$ cat config.mk
export PLATFORM = sky130hd
export DESIGN_NAME = instr_fetch_queue
export DESIGN_NICKNAME = d
export VERILOG_FILES = /design/src/rtl/instr_fetch_queue.sv
export SDC_FILE = /design/constraint.sdc
export NUM_CORES = 1
export LEC_CHECK = 0
export BUFFER_PORTS_ARGS = -buffer_cell sky130_fd_sc_hd__buf_2
export CORE_UTILIZATION = 45
export CTS_CLUSTER_SIZE = 25
export DETAILED_ROUTE_END_ITERATION = 10
export SYNTH_ARGS = -nofsm -noshare
export SYNTH_HDL_FRONTEND = slang
export SYNTH_SLANG_ARGS = --single-unit
$ cat constraint.sdc
create_clock -name clk -period 5.9 [get_ports clk]
set_input_delay 0 -clock clk [delete_from_list [all_inputs] [get_ports clk]]
set_output_delay 0 -clock clk [all_outputs]
set_load 0.05 [all_outputs]
$ cat src/rtl/instr_fetch_queue.sv
// instr_fetch_queue
//   Fetch requester for a word-addressed instruction memory. Presents the
//   fetch PC on imem_addr, captures the same-cycle imem_data and buffers
//   {pc, instr} pairs in a DEPTH-entry prefetch FIFO for the decode stage.
//   Handles branch redirects (flush + refetch) and end-of-program drain.
// Ports
//   clk, rst_n       clock, asynchronous active-low reset
//   start            one-cycle pulse, leaves IDLE
//   imem_addr/data   instruction memory address out, instruction in
//   redirect_valid/pc  flush request and new fetch PC
//   instr_valid/ready/instr/instr_pc  FIFO head handshake to decode
//   count            FIFO occupancy
//   done             program fully fetched and drained
module instr_fetch_queue #(
    parameter int unsigned DEPTH    = 4,
    parameter logic [15:0] RESET_PC = 16'h0000,
    parameter int unsigned MAX_ADDR = 64
) (
    input  logic                         clk,
    input  logic                         rst_n,
    input  logic                         start,
    output logic [15:0]                  imem_addr,
    input  logic [31:0]                  imem_data,
    input  logic                         redirect_valid,
    input  logic [15:0]                  redirect_pc,
    output logic                         instr_valid,
    input  logic                         instr_ready,
    output logic [31:0]                  instr,
    output logic [15:0]                  instr_pc,
    output logic [$clog2(DEPTH+1)-1:0]   count,
    output logic                         done
);
    localparam int unsigned CW = $clog2(DEPTH + 1);
    localparam int unsigned PW = $clog2(DEPTH);
    localparam logic [CW-1:0] DEPTH_C = CW'(DEPTH);
    localparam logic [16:0]   MAX_C   = 17'(MAX_ADDR);

    typedef enum logic [1:0] {S_IDLE, S_RUN, S_DRAIN, S_DONE} state_e;

    state_e        state_q, state_d;
    logic [16:0]   pc_q, pc_d;        // 17 bits so MAX_ADDR=65536 is reachable
    logic [PW-1:0] rd_q, wr_q;
    logic [CW-1:0] cnt_q, cnt_d;
    logic [15:0]   mem_pc_q  [DEPTH];
    logic [31:0]   mem_ins_q [DEPTH];
    logic          push, pop;
    logic [16:0]   redir_pc17;

    assign instr_valid = (cnt_q != '0);
    // A handshake in a redirect cycle still counts as consumed.
    assign pop         = instr_valid & instr_ready;
    assign redir_pc17  = {1'b0, redirect_pc};

    assign imem_addr = pc_q[15:0];
    assign count     = cnt_q;
    assign instr     = instr_valid ? mem_ins_q[rd_q] : '0;
    assign instr_pc  = instr_valid ? mem_pc_q[rd_q]  : '0;
    assign done      = (state_q == S_DONE);

    always_comb begin
        push    = 1'b0;
        state_d = state_q;
        pc_d    = pc_q;
        cnt_d   = cnt_q;
        if (redirect_valid) begin
            cnt_d = '0;
            // Out-of-range targets park fetch_pc at MAX_ADDR so it never exceeds it.
            pc_d  = (redir_pc17 < MAX_C) ? redir_pc17 : MAX_C;
            if (state_q != S_IDLE)
                state_d = (redir_pc17 < MAX_C) ? S_RUN : S_DONE;
        end else begin
            case (state_q)
                S_IDLE: if (start) state_d = S_RUN;
                S_RUN: begin
                    if (pc_q < MAX_C) begin
                        push = (cnt_q != DEPTH_C) | pop;
                        if (push) begin
                            pc_d = pc_q + 17'd1;
                            if (pc_q == MAX_C - 17'd1) state_d = S_DRAIN;
                        end
                    end else begin
                        state_d = S_DRAIN;
                    end
                end
                S_DRAIN: if (cnt_q - CW'(pop) == '0) state_d = S_DONE;
                default: ;
            endcase
            cnt_d = cnt_q + CW'(push) - CW'(pop);
        end
    end

    always_ff @(posedge clk or negedge rst_n) begin
        if (!rst_n) begin
            state_q <= S_IDLE;
            pc_q    <= {1'b0, RESET_PC};
            rd_q    <= '0;
            wr_q    <= '0;
            cnt_q   <= '0;
        end else begin
            state_q <= state_d;
            pc_q    <= pc_d;
            cnt_q   <= cnt_d;
            if (redirect_valid) begin
                rd_q <= '0;
                wr_q <= '0;
            end else begin
                if (pop)  rd_q <= rd_q + PW'(1);
                if (push) wr_q <= wr_q + PW'(1);
            end
        end
    end

    // Storage needs no reset: outputs are gated by occupancy.
    always_ff @(posedge clk) begin
        if (push) begin
            mem_pc_q[wr_q]  <= pc_q[15:0];
            mem_ins_q[wr_q] <= imem_data;
        end
    end
endmodule
==> impl_results.md <==
* Post-Route Setup TNS at 0 ns
* Maximum vdd drop at 0.217 mV
* Port Buffers at 121
* Post-synth ARST share at 11.9%
* Minimum clock period at 3.30 ns
* Pwr Total at 4.64 mW
* Grt ovf at 0
* DP HPWL at 10300 um
* Core Region at 0.0195 mm^2
* Synth warn at 0
* Hold Path Depth at 5
* Non-Filler Instances at 910
* Global-route wire length before repair at 27100 um
* Row count at 51
* Period utilisation layout at 56.0%
* Initial drt markers at 251
* Hold_sp: redirect_pc[7]
* Final hold violation count at 0
* Synth unique cells at 51
* Clock latency on the worst-skew pair at 0.50 ns
* Placed Cells incl. Taps at 822
* Most used DFF post-synth: edfxtp_1
* RSZ-0062 raised after global routing: false
* Ant diodes at 0
* Maximum Capacitance Violations at 0
* Vias per cell at 5.09
* Reg2reg end: state_q[1]
* Setup slack after layout at 2.60 ns
* Post-Syn Instances at 466
* Starting Density at 46.0%
* Share of cells above drive strength 1 at 35.5%
* Min-Delay Endpoint: pc_q[1]
* CP max stage cell: or3_2
* Worst Tran Pin Value at 1.02 ns
* DRT Pass-1 Iters at 4
* Antenna-violating nets left at 0
* # setup viols final at 0
* Gpl congestion at 0.761
* Max H-tree Level at 1
* Critical path arrival at 3.68 ns
* FF-to-FF path depth at 7
* Place WS at 2.57 ns
* Static leakage at 4.02 nW
* CTS tree: yes
* Die height at 143 um
* Synth Cell Area at 0.00895 mm^2
* Max incr delay on CP at 0.94 ns
* Clock skew at 0.00663 ns
* Commonest non-fill, non-tap cells in the layout: edfxtp_1 (192), buf_2 (121), and2_1 (49), mux4_2 (48), dlygate4sd3_1 (48)
* Via count at 4634
* Power density of the placed cells at 423 mW/mm^2
* Worst setup SP type: register
* Hold bufs inserted after CTS at 48
* CTS resizes at 0
* Most common cell after layout, fill and taps aside: edfxtp_1
* Postcts setup bufs at 0
* Root buf cell: clkbuf_16
* Die Wd at 143 um
* Status: complete, no violations
* Area Overhead vs Synth at 22.6%
* Endpoint class of the critical path: register
* Crit path kind: reg -> reg
* Post-Syn Nets at 533
* CTS Buf Count at 22
* CP cell instances: or3_2 -> and2_1 -> ha_1 -> inv_1 -> o41a_1 -> a221oi_2 -> mux2_4
* Die area at 0.0205 mm^2
* Wire per inst at 19.1 um
* Clk sinks at 218
* Post-synth EDFFs at 192
* FF-to-FF Start: count[1]
* Slew Limit Headroom at 32.0%
* F_max at 303 MHz
* Max clock buf depth at 3
* Largest net degree at the start of global routing at 52
* Register bit count reported by yosys at 218
* Design area at 0.0110 mm^2
* Peak fanout along the critical path at 51
* Final wirelength at 17400 um
* Via count of the first global-routing pass at 4978
* Reg2Reg Setup Slack at 2.60 ns
* Mapped Avg Cell Area at 19.2 um^2
* Initial antenna violation count at 0
* Residual DRC at 0
* Final nets at 696
* Post-DP Area at 0.00974 mm^2
* Worst-path clk slew at 0.06 ns
* Sequential-to-total area share from yosys stat at 71.7%
* Req. time, crit path at 6.28 ns
* # IOs at 122
* Total track usage at 17.7%
* Final Slew Violations at 0
* Min-Delay Path Class: in -> reg
[routing by layer]
metal | GRT usage, % | share of wire, %
met1 | 23.4 | 45
met2 | 30.3 | 49
met3 | 2.92 | 4.4
met4 | 4.47 | 1.3
met5 | 0 | 0
[state kept, by name, indices dropped and copies added (netlist names)]
signal / flops
pc_q: 17
count: 3
mem_pc_q: 64
state_q: 2
rd_q: 2
mem_ins_q: 128
wr_q: 2
[power breakdown]
part	internal (mW)	total, mW	switching (mW)
Sequential	1.69	1.80	0.115
Clock	0.882	1.44	0.556
Combinational	0.467	1.40	0.931
Total	3.04	4.64	1.60
[cell usage after synthesis, drive strengths merged (2+ instances only)]
cell | n | area, um^2
edfxtp | 192 | 5770
and2 | 53 | 332
mux4 | 48 | 1080
buf | 26 | 166
dfrtp | 26 | 651
ha | 13 | 163
inv | 13 | 48.8
nor2 | 13 | 48.8
nor2b | 11 | 68.8
clkbuf | 9 | 33.8
nand3 | 6 | 35.0
a21oi | 4 | 23.8
nand2 | 4 | 15.0
nand4 | 4 | 40.0
nor4 | 4 | 67.6
xor2 | 4 | 35.0
and3 | 3 | 18.8
and4 | 3 | 26.3
xnor2 | 3 | 26.3
a22oi | 2 | 15.0
a41oi | 2 | 36.3
nor3b | 2 | 20.0
o21ai | 2 | 10.0
[final cells by class]
type                       count  area, um^2
fill                        1518        8490
timing repair buffer         174        1120
multi-input combinational    200        2290
inverter                      13        48.8
clock inverter                 9         121
sequential                   218        6420
tap                          265         332
clock buffer                  31         636
[critical path, delay by kind of cell (launching register included)]
| kind | cells | cell delay [ns] |
|---|---|---|
| flops | 1 | 0.47 |
| compound gates | 2 | 0.76 |
| mux | 1 | 0.32 |
| simple gates | 2 | 1.33 |
| fa+ha+maj | 1 | 0.28 |
| buf+inv | 1 | 0.03 |
[cell families (layout without fill, tap and decap cells)]
kind of cell / Yosys count / in the layout / synth area share (%)
AND/OR/NAND/NOR: 106 / 106 / 7.99
multiplexers: 50 / 50 / 12.4
XOR/XNOR: 7 / 7 / 0.685
buffers and inverters: 48 / 227 / 2.78
AO/OA/AOI/OAI: 23 / 23 / 2.47
flip-flops: 218 / 218 / 71.7
adder cells (fa/ha/maj): 14 / 14 / 2.04
[per-stage QoR]
step / hold WS [ns] / utilization [%]
CTS: 0.0232 / 56.4
global route: 0.0388 / 56.4
floorplan: -0.296 / -
detailed placement: 0.0622 / 50.0
global placement: 0.0521 / 50.0
finish: 0.0306 / 56.4
[how the worst max path moves through the flow]
stage	cells past startpoint	slack, ns	start	endpoint
floorplan	6	2.96	state_q[1]	mem_ins_q[0][0]
global placement	7	2.63	count[1]	state_q[1]
detailed placement	7	2.57	count[1]	state_q[1]
CTS	7	2.53	count[1]	state_q[1]
global route	7	2.45	count[1]	state_q[1]
finish	7	2.60	count[1]	state_q[1]
Power figures use the tool's default switching activity.
